**src/rtl/pdm_mic_capture.sv**
```systemverilog
// pdm_mic_capture: PDM microphone record-path front end.
// Latency: each word is presented on o_fifo_wr/o_fifo_din the cycle after the edge that captures its last bit.
// Backpressure: never stalls; a word completing against a full FIFO is dropped and counted (saturating at 255).
//
// Ports:
//   mclk, reset          mic bit clock (rising edge); synchronous active-high reset
//   i_start, i_abort     level-sampled record request / cancel (abort wins)
//   i_rec_len            number of words to record, latched on an accepted start
//   i_mic_data           1-bit PDM stream, packed MSB-first
//   i_fifo_full          audio FIFO full flag, sampled on word-complete edges
//   o_mic_en, o_busy     high during SETTLE and RECORD
//   o_fifo_wr/o_fifo_din one-cycle write strobe and packed word (word holds between writes)
//   o_done               one-cycle pulse at normal completion
//   o_overrun(_count)    sticky drop flag and saturating drop counter for this recording
module pdm_mic_capture #(
    parameter int WORD_W     = 8,
    parameter int LEN_W      = 20,
    parameter int SETTLE_CYC = 1024
) (
    input  logic              mclk,
    input  logic              reset,
    input  logic              i_start,
    input  logic              i_abort,
    input  logic [LEN_W-1:0]  i_rec_len,
    input  logic              i_mic_data,
    input  logic              i_fifo_full,
    output logic              o_mic_en,
    output logic              o_fifo_wr,
    output logic [WORD_W-1:0] o_fifo_din,
    output logic              o_busy,
    output logic              o_done,
    output logic              o_overrun,
    output logic [7:0]        o_overrun_count
);

    localparam int BCW = $clog2(WORD_W);
    localparam int SCW = $clog2(SETTLE_CYC + 1);

    typedef enum logic [1:0] {
        IDLE   = 2'd0,
        SETTLE = 2'd1,
        RECORD = 2'd2
    } state_t;

    state_t            r_state;
    logic [SCW-1:0]    r_settle_cnt;
    logic [BCW-1:0]    r_bit_cnt;
    logic [LEN_W-1:0]  r_word_cnt;
    logic [LEN_W-1:0]  r_len;
    // Holds the first WORD_W-1 bits of the word in flight; the last bit
    // comes straight from the pin so the word is complete on its final edge.
    logic [WORD_W-2:0] r_shift;

    logic [WORD_W-1:0] w_word;
    logic              w_last_bit;
    logic [LEN_W-1:0]  w_word_cnt_nxt;
    logic              w_final;

    assign w_word         = {r_shift, i_mic_data};
    assign w_last_bit     = (r_bit_cnt == BCW'(WORD_W - 1));
    assign w_word_cnt_nxt = r_word_cnt + 1'b1;
    assign w_final        = (w_word_cnt_nxt == r_len);

    always_ff @(posedge mclk) begin
        if (reset) begin
            r_state         <= IDLE;
            r_settle_cnt    <= '0;
            r_bit_cnt       <= '0;
            r_word_cnt      <= '0;
            r_len           <= '0;
            r_shift         <= '0;
            o_mic_en        <= 1'b0;
            o_fifo_wr       <= 1'b0;
            o_fifo_din      <= '0;
            o_busy          <= 1'b0;
            o_done          <= 1'b0;
            o_overrun       <= 1'b0;
            o_overrun_count <= '0;
        end else begin
            o_fifo_wr <= 1'b0;
            o_done    <= 1'b0;
            case (r_state)
                IDLE: begin
                    if (i_start && !i_abort) begin
                        r_len           <= i_rec_len;
                        o_overrun       <= 1'b0;
                        o_overrun_count <= '0;
                        r_bit_cnt       <= '0;
                        r_word_cnt      <= '0;
                        r_settle_cnt    <= '0;
                        if (i_rec_len == '0) begin
                            o_done <= 1'b1;
                        end else begin
                            r_state  <= SETTLE;
                            o_busy   <= 1'b1;
                            o_mic_en <= 1'b1;
                        end
                    end
                end
                SETTLE: begin
                    if (i_abort) begin
                        r_state  <= IDLE;
                        o_busy   <= 1'b0;
                        o_mic_en <= 1'b0;
                    end else if (r_settle_cnt == SCW'(SETTLE_CYC - 1)) begin
                        r_state <= RECORD;
                    end else begin
                        r_settle_cnt <= r_settle_cnt + 1'b1;
                    end
                end
                RECORD: begin
                    if (i_abort) begin
                        // Partial word is simply abandoned; drop stats stay visible.
                        r_state  <= IDLE;
                        o_busy   <= 1'b0;
                        o_mic_en <= 1'b0;
                    end else begin
                        r_shift <= w_word[WORD_W-2:0];
                        if (w_last_bit) begin
                            r_bit_cnt  <= '0;
                            r_word_cnt <= w_word_cnt_nxt;
                            if (!i_fifo_full) begin
                                o_fifo_wr  <= 1'b1;
                                o_fifo_din <= w_word;
                            end else begin
                                o_overrun <= 1'b1;
                                if (o_overrun_count != 8'hFF) begin
                                    o_overrun_count <= o_overrun_count + 1'b1;
                                end
                            end
                            // Length counts words captured, not words written.
                            if (w_final) begin
                                r_state  <= IDLE;
                                o_done   <= 1'b1;
                                o_busy   <= 1'b0;
                                o_mic_en <= 1'b0;
                            end
                        end else begin
                            r_bit_cnt <= r_bit_cnt + 1'b1;
                        end
                    end
                end
                default: begin
                    r_state  <= IDLE;
                    o_busy   <= 1'b0;
                    o_mic_en <= 1'b0;
                end
            endcase
        end
    end

endmodule

```
**config.mk**
```make
export PLATFORM = sky130hd
export DESIGN_NAME = pdm_mic_capture
export DESIGN_NICKNAME = d
export VERILOG_FILES = /design/src/rtl/pdm_mic_capture.sv
export SDC_FILE = /design/constraint.sdc
export NUM_CORES = 1
export LEC_CHECK = 0
export CORE_MARGIN = 2
export CORE_UTILIZATION = 50
export DETAILED_ROUTE_END_ITERATION = 7
export HOLD_SLACK_MARGIN = 0.02
export PLACE_DENSITY = 0.72
export SETUP_SLACK_MARGIN = 0.1
export SKIP_CTS_REPAIR_TIMING = 1
export SYNTH_ARGS = -nofsm -noshare
export SYNTH_HDL_FRONTEND = slang
export SYNTH_SLANG_ARGS = --single-unit
```
**constraint.sdc**
```tcl
create_clock -name mclk -period 6.1 [get_ports mclk]
set_input_delay 1.22 -clock mclk [delete_from_list [all_inputs] [get_ports mclk]]
set_output_delay 1.22 -clock mclk [all_outputs]
set_load 0.01 [all_outputs]
```
==> metrics.yaml, run 1 <==
timing:
  rsz0062_at_grt: "no"
  finalSetupTns_ns: 0
  setup_slack_ns: 2.65
  hold_viol: 0
  max_freq_mhz: 289
  relSlewSlack: 0.161
  finalMaxSlewViolations: 0
  worst_pin_slew_ns: 1.25
  fin_crit_ns: 3.45
  finalCritPeriodShare: 0.566
  finalSetupViolations: 0
  fin_skew_ns: 0.0133
floorplanning:
  die_area_um2: 9110
  start_util: 0.512
  rows: 33
  fp.dieH_um: 95.5
  ios: 47
  coreArea_um2: 8180
  die_width_um: 95.5
route:
  drc: 0
  met2WireLength_um: 4300
  postRouteAntennaNets: 0
  drtIter0Drc: 189
  detailroute.via_count: 3822
  routedWlPerCell_um: 14.4
  met1_length_um: 4790
  wl_met3_um: 537
  wirelength_um: 9720
  dr.pass1.iters: 4
  viasPerCell: 5.65
  highest_layer: "met4"
setup_path:
  required_ns: 6.33
  end_kind: "register"
  critical_path_arrival_ns: 3.69
  cp_max_fo: 26
  crit_path_max_incr_delay_ns: 0.68
  reg2reg_slack_ns: 3.04
  cp-endpoint: "r_settle_cnt[9]$_SDFFE_PP0P_"
  r2r_cells: 8
  reg2reg_from: "r_word_cnt[0]$_SDFFE_PP0P_"
  crit_path_cell_trace: "clkdlybuf4s50_1, nand2b_1, or3_1, a21oi_1, nand3_1, xor2_1, nor2_1"
  crit_start: "i_abort"
  crit_path_start_kind: "input pin"
  regToRegEndpoint: "o_done$_SDFF_PP0_"
  worst-setup-path-type: "input pin to register"
  slowest_stage: "or3_1"
yosys:
  netlist.area_leader.share: 0.397
  syn_nets: 572
  synth_seq_area_share: 0.397
  yosysUniqueCellTypes: 50
  postSynthCellCount: 541
  synth_seq_cells: 83
  avgSynthCellArea_um2: 7.73
  synth_largest_area_cell: "dfxtp_1"
  yosysWarningCount: 0
  synth_area_leaders: "dfxtp_1 40%, nand2_1 7.4%, a21oi_1 7.4%"
  syn_area_um2: 4180
power_and_ir_drop:
  swShare: 0.255
  leakage_nw: 1.61
  seqPwrFrac: 0.551
  power_density_nw_per_um2: 212
  p_clk_frac: 0.357
  p_total_mw: 1.02
  peakVddDrop_mv: 0.123
  p_switching_uw: 260
  combPwrFrac: 0.092
  power.internal_uw: 759
placement:
  post-dp-hpwl_um: 6830
  io_buffers: 46
  gp_congestion: 0.887
  place_worst_setup_slack_ns: 2.27
  placed_cell_area_um2: 4630
clock_network:
  clock_sinks: 83
  cts_inserted_buffers: 9
  path_clk_slew_ns: 0.08
  cts_max_level: 3
  clock_latency_ns: 0.36
  cts_root_buffer: "clkbuf_8"
  cts_tree: "yes"
  cts_buffer_depth: 2
cells_and_area:
  design_area_um2: 4810
  nNetsFinal: 599
  layout_common_cells: "83 x nand2_1, 83 x dfxtp_1, 62 x a21oi_1"
  antenna_cells: 0
  drive_gt1_frac: 0.0455
  syn_to_final_growth_pct: 15.0
grt:
  grt_start_max_net_pins: 46
  gr-total-overflow: 0
  globalRouteTotalUtil: 0.225
  grt_pass1_vias: 3438
  grt_pass1_wl_um: 16100
  antenna_found_initial: 0
run_status:
  outcome: "completed"
flow_run:
  maxCapViolCount: 0
worst_hold_path:
  hold_class: "register to register"
how the worst min path moves through the flow:
| stage | from | cells after the start | endpoint | slack, ns |
|---|---|---|---|---|
| 3_5_place_dp | r_shift[6]$_SDFFE_PP0P_ | 2 | o_fifo_din[7]$_SDFFE_PP0P_ | 0.46 |
| 2_1_floorplan | r_shift[6]$_SDFFE_PP0P_ | 2 | o_fifo_din[7]$_SDFFE_PP0P_ | 0.43 |
| 5_1_grt | r_shift[6]$_SDFFE_PP0P_ | 2 | o_fifo_din[7]$_SDFFE_PP0P_ | 0.49 |
| 3_3_place_gp | r_shift[6]$_SDFFE_PP0P_ | 2 | o_fifo_din[7]$_SDFFE_PP0P_ | 0.45 |
| 6_report | r_shift[6]$_SDFFE_PP0P_ | 2 | o_fifo_din[7]$_SDFFE_PP0P_ | 0.47 |
| 4_1_cts | r_shift[6]$_SDFFE_PP0P_ | 2 | o_fifo_din[7]$_SDFFE_PP0P_ | 0.47 |
power by group through the flow:
stage	combinational (mW)	sequential, mW	clock, mW
3_5_place_dp	0.0932	0.574	0
5_1_grt	0.104	0.563	0.395
3_3_place_gp	0.0921	0.574	0
4_1_cts	0.0936	0.561	0.371
6_report	0.0933	0.561	0.364
2_1_floorplan	0.0604	0.570	0
layer usage:
| metal | vias to the layer above | track usage |
|---|---|---|
| li1 | 1948 | - |
| met1 | 1767 | 0.307 |
| met2 | 99 | 0.356 |
| met3 | 8 | 0.0451 |
| met4 | 0 | 0.0738 |
| met5 | - | 0 |
state kept, by name, indices dropped and copies added (netlist names):
name,flops
o_overrun,1
r_len,20
o_fifo_din,8
r_settle_cnt,11
r_word_cnt,20
o_overrun_count,8
o_done,1
o_fifo_wr,1
r_shift,7
r_bit_cnt,3
r_state,2
o_busy,1
synth_stat cells (all sizes together):
library cell   n
dfxtp         83
nand2         83
a21oi         62
nor2          57
o21ai         43
clkbuf        28
xor2          22
nor4          20
xnor2         17
nand3         16
nand4         14
nor3          13
nand2b         9
inv            8
or3            8
a22oi          6
nor2b          6
ha             5
buf            4
a211o          3
a31oi          3
and3           3
o21a           3
o32ai          3
and2           2
and4           2
mux2i          2
nand3b         2
nor3b          2
o31ai          2
or4            2
a2111o         1
a211oi         1
a21o           1
and4bb         1
mux2           1
nor4b          1
o21bai         1
o22ai          1
logic make-up after synthesis:
group	after synthesis	synth area share
adders and majority gates	5	0.0150
buffers and inverters	40	0.0443
xor gates and xnor gates	39	0.0817
and+or+nand+nor	241	0.282
DFF	83	0.397
AOI/OAI and AO/OA	130	0.172
muxes	3	0.00748
through the flow:
| stage | hold slack, ns | util | instances |
|---|---|---|---|
| final | 0.466 | 0.589 | 677 |
| after global routing | 0.493 | 0.589 | 677 |
| after CTS | 0.468 | 0.589 | 677 |
| after detailed placement | 0.456 | 0.567 | 662 |
| after global placement | 0.450 | 0.567 | 662 |
| after floorplan | 0.428 | - | 541 |
critical path: cells and delay by family:
kind,cells,cell delay [ns]
XOR/XNOR,1,0.17
AO/OA/AOI/OAI,1,0.48
buffers and inverters,1,0.63
AND/OR/NAND/NOR,4,1.19
layout make-up:
type	count	area, um^2
Clock buffer	11	151
Tap cell	105	131
Clock inverter	4	26.3
Sequential cell	83	1660
Inverter	8	30.0
Multi-Input combinational cell	418	2340
Fill cell	782	3360
Timing Repair Buffer	48	470
No activity file was read; power rests on OpenSTA's default activity.
==> inputs of run 2 (changes only) <==
clock period = 3.61 ns   (was 6.1 ns; I/O delays follow)
==> metrics.yaml, run 2 (same netlist as run 1, synthesis figures left out) <==
run_status:
  outcome: "completed"
cells_and_area:
  layout_common_cells: "83 x nand2_1, 83 x dfxtp_1, 62 x a21oi_1"
  largestRegisters: "r_len x20, r_word_cnt x20, r_settle_cnt x11"
  num-fill-cells: 752
  multi_input_area_um2: 2340
  nNetsFinal: 604
  syn_to_final_growth_pct: 16.8
  antenna_cells: 0
  regArea_um2: 1660
  drive_gt1_frac: 0.0536
  design_area_um2: 4880
floorplanning:
  fp.dieH_um: 95.5
  start_util: 0.512
  die_area_um2: 9110
  rows: 33
  coreArea_um2: 8180
  ios: 47
  die_width_um: 95.5
timing:
  finalSetupViolations: 0
  rsz0062_at_grt: "no"
  hold_viol: 0
  fin_crit_ns: 2.94
  worst_pin_slew_ns: 0.821
  relSlewSlack: 0.448
  hold_ws_ns: 0.460
  finalSetupTns_ns: 0
  fin_skew_ns: 0.0155
  finalMaxSlewViolations: 0
  max_freq_mhz: 340
  finalCritPeriodShare: 0.815
  setup_slack_ns: 0.667
route:
  drtIter0Drc: 271
  routedWlPerCell_um: 14.7
  postRouteAntennaNets: 0
  detailroute.via_count: 3878
  viasPerCell: 5.68
  dr.pass1.iters: 5
  wirelength_um: 10000
  drc: 0
worst_hold_path:
  hold_class: "register to register"
clock_network:
  path_clk_slew_ns: 0.09
  cts_tree: "yes"
  cts_inserted_buffers: 9
  cts_root_buffer: "clkbuf_8"
  clock_sinks: 83
  cts_buffer_depth: 2
  clock_latency_ns: 0.38
  cts_max_level: 3
setup_path:
  crit_path_cell_trace: "ha_1, nand4_1, nor4_1, xnor2_1, nand3_1, or4_1, nor4_2, o32ai_1"
  end_kind: "register"
  crit_path_max_incr_delay_ns: 0.61
  cp_max_fo: 9
  worst-setup-path-type: "register to register"
  slowest_stage: "nor4_1"
  critical_path_arrival_ns: 3.18
  required_ns: 3.85
  crit_path_start_kind: "register"
flow_run:
  maxCapViolCount: 0
power_and_ir_drop:
  peakVddDrop_mv: 0.188
  leakage_nw: 1.65
  p_total_mw: 1.81
  power_density_nw_per_um2: 370
grt:
  antenna_found_initial: 0
  gr-total-overflow: 0
  grt_pass1_wl_um: 16700
  grt_pass1_vias: 3636
  grt_start_max_net_pins: 41
  globalRouteTotalUtil: 0.234
placement:
  place_worst_setup_slack_ns: 0.448
  gp_congestion: 0.874
  placed_cell_area_um2: 4680
  io_buffers: 46
  post-dp-hpwl_um: 7130
## run 2: cell types whose count changed in the layout (fill, tap and decap cells not counted), sizes merged
cell	change
buf	+5
clkinvlp	+1
clkbuf	-1
bufinv	+1
clkinv	-3
inv	+3
## run 2: stage by stage
step,std cells,util
after global routing,683,0.597
after detailed placement,667,0.573
after CTS,683,0.597
final,683,0.597
after global placement,667,0.573
after floorplan,541,-
## run 2: cell type report
type | instances | share of cell area
Clock buffer | 10 | 0.0261
Clock inverter | 6 | 0.0146
Inverter | 8 | 0.00615
Multi-Input combinational cell | 418 | 0.479
Sequential cell | 83 | 0.340
Tap cell | 105 | 0.0269
Timing Repair Buffer | 53 | 0.107
## run 2: path summary, 6_finish.rpt
path              cells after the start                  startpoint  slack (ns)                         end
setup reg to reg                      8  r_word_cnt[0]$_SDFFE_PP0P_        0.67         o_busy$_SDFFE_PP0P_
setup / recovery                      8  r_word_cnt[0]$_SDFFE_PP0P_        0.67         o_busy$_SDFFE_PP0P_
hold reg to reg                       2     r_shift[6]$_SDFFE_PP0P_        0.46  o_fifo_din[7]$_SDFFE_PP0P_
hold / removal                        2     r_shift[6]$_SDFFE_PP0P_        0.46  o_fifo_din[7]$_SDFFE_PP0P_
## run 2: power breakdown
| group | switching, mW | internal, mW | leakage [nW] | total (mW) |
|---|---|---|---|---|
| registers | 0.0182 | 0.931 | 0.671 | 0.949 |
| logic | 0.0909 | 0.0726 | 0.883 | 0.164 |
| clock network | 0.368 | 0.327 | 0.0939 | 0.695 |
## run 2: worst max-delay path, delay by kind of cell (launching register included)
kind	cells	cell delay (ns)
DFF	1	0.45
and+or+nand+nor	5	1.79
xor gates and xnor gates	1	0.19
adders and majority gates	1	0.26
AOI/OAI and AO/OA	1	0.13
## run 2: per-layer routing
layer,global-route usage,wire length (um)
met1,0.309,4820
met2,0.382,4620
met4,0.0702,109
met3,0.0553,483
met5,0,0
==> inputs of run 3 (changes only) <==
clock period = 2.85 ns   (was 3.61 ns; I/O delays follow)
==> metrics.yaml, run 3 (same netlist as run 1, synthesis figures left out) <==
floorplanning:
  die_area_um2: 9110
  ios: 47
  coreArea_um2: 8180
  rows: 33
  fp.dieH_um: 95.5
  start_util: 0.512
  die_width_um: 95.5
route:
  drtIter0Drc: 226
  detailroute.via_count: 3916
  wirelength_um: 10200
  viasPerCell: 5.62
  drc: 0
  postRouteAntennaNets: 0
  routedWlPerCell_um: 14.7
  dr.pass1.iters: 4
timing:
  rsz0062_at_grt: "yes"
  setup_slack_ns: 0.208
  finalMaxSlewViolations: 0
  worst_pin_slew_ns: 0.536
  finalSetupViolations: 0
  hold_viol: 0
  max_freq_mhz: 379
  finalSetupTns_ns: 0
  fin_skew_ns: 0.0132
  hold_ws_ns: 0.467
  finalCritPeriodShare: 0.927
  fin_crit_ns: 2.64
  relSlewSlack: 0.639
clock_network:
  clock_sinks: 83
  path_clk_slew_ns: 0.09
  cts_inserted_buffers: 9
  cts_root_buffer: "clkbuf_8"
  cts_tree: "yes"
  cts_max_level: 3
  clock_latency_ns: 0.36
  cts_buffer_depth: 2
setup_path:
  worst-setup-path-type: "register to register"
  regToRegEndpoint: "o_done$_SDFF_PP0_"
  end_kind: "register"
  cpMostUsedCell: "buf_4"
  crit_path_cell_trace: "ha_1, nand4_1, buf_4, nor4_2, buf_4, xnor2_1, nand3_1, or4_1, nor4b_1, o21a_1"
  r2r_cells: 10
  critical_path_arrival_ns: 2.96
  required_ns: 3.17
  slowest_stage: "or4_1"
  reg2reg_from: "r_word_cnt[1]$_SDFFE_PP0P_"
  path_buf_inv: 2
  crit_path_max_incr_delay_ns: 0.46
  crit_path_start_kind: "register"
  cp_max_fo: 6
  reg2reg_slack_ns: 0.21
  cpLargestDelayFamily: "simple AND/OR/NAND/NOR gates"
  cp.depth: 10
power_and_ir_drop:
  p_clk_frac: 0.349
  seqPwrFrac: 0.549
  power_density_nw_per_um2: 439
  leakage_nw: 1.71
  p_switching_uw: 583
  swShare: 0.267
  combPwrFrac: 0.102
  power.internal_mw: 1.60
  peakVddDrop_mv: 0.216
grt:
  grt_pass1_wl_um: 16800
  antenna_found_initial: 0
  grt_pass1_vias: 3648
  grt_start_max_net_pins: 46
  globalRouteTotalUtil: 0.234
  gr-total-overflow: 0
placement:
  io_buffers: 46
  dp_cells: 680
  gp_congestion: 0.896
  place_worst_setup_slack_ns: 0.202
  post-dp-hpwl_um: 7250
cells_and_area:
  final_common_cell: "nand2_1"
  largestRegisters: "r_len x20, r_word_cnt x20, r_settle_cnt x11"
  antenna_cells: 0
  drive_gt1_frac: 0.0777
  syn_to_final_growth_pct: 19.1
  final_cells: 697
  layout_common_cells: "83 x nand2_1, 82 x dfxtp_1, 62 x a21oi_1"
  num-fill-cells: 756
  fin_util: 0.609
  nNetsFinal: 618
worst_hold_path:
  hold_depth: 2
  hold_class: "register to register"
  worstHoldStart: "r_bit_cnt[1]$_SDFFE_PP0P_"
  hold_path_end: "r_bit_cnt[1]$_SDFFE_PP0P_"
flow_run:
  maxCapViolCount: 0
run_status:
  outcome: "completed"
## run 3: cell type report
class | count | area (um^2) | share of cell area
Clock inverter | 5 | 38.8 | 0.00779
Timing Repair Buffer | 67 | 638 | 0.128
Clock buffer | 11 | 131 | 0.0264
Tap cell | 105 | 131 | 0.0264
Inverter | 8 | 30.0 | 0.00603
Multi-Input combinational cell | 418 | 2350 | 0.471
Sequential cell | 83 | 1660 | 0.334
## run 3: how the worst max path moves through the flow
stage	endpoint	slack, ns	startpoint
2_1_floorplan	o_done$_SDFF_PP0_	0.35	r_word_cnt[0]$_SDFFE_PP0P_
3_3_place_gp	o_busy$_SDFFE_PP0P_	0.32	r_word_cnt[8]$_SDFFE_PP0P_
3_5_place_dp	o_done$_SDFF_PP0_	0.20	r_word_cnt[1]$_SDFFE_PP0P_
4_1_cts	o_done$_SDFF_PP0_	0.17	r_word_cnt[1]$_SDFFE_PP0P_
5_1_grt	o_done$_SDFF_PP0_	0.04	r_word_cnt[1]$_SDFFE_PP0P_
6_report	o_done$_SDFF_PP0_	0.21	r_word_cnt[1]$_SDFFE_PP0P_
## run 3: power by group through the flow
stage          clock network, mW  logic [mW]  registers (mW)
4_1_cts                    0.779       0.223            1.20
5_1_grt                    0.829       0.245            1.20
3_5_place_dp                   0       0.222            1.23
6_report                   0.763       0.222            1.20
2_1_floorplan                  0       0.129            1.22
3_3_place_gp                   0       0.218            1.23
## run 3: routing by layer
metal  global-route usage  vias to the layer above  routed length [um]
met5                    0                        -                   0
met3               0.0498                       13                 417
met4               0.0690                        0                 118
li1                     -                     1987                   -
met1                0.312                     1837                4960
met2                0.383                       79                4710
## run 3: metrics by stage
stage	cell area, um^2	power (mW)
2_1_floorplan	4180	1.35
3_3_place_gp	4790	1.44
3_5_place_dp	4790	1.45
4_1_cts	4960	2.20
5_1_grt	4980	2.28
6_report	4980	2.19
## run 3: tightest hold or removal path: cells and delay by family, from the launching register on
family / cells / cell delay [ns]
DFF: 1 / 0.32
AOI/OAI and AO/OA: 1 / 0.05
and+or+nand+nor: 1 / 0.05
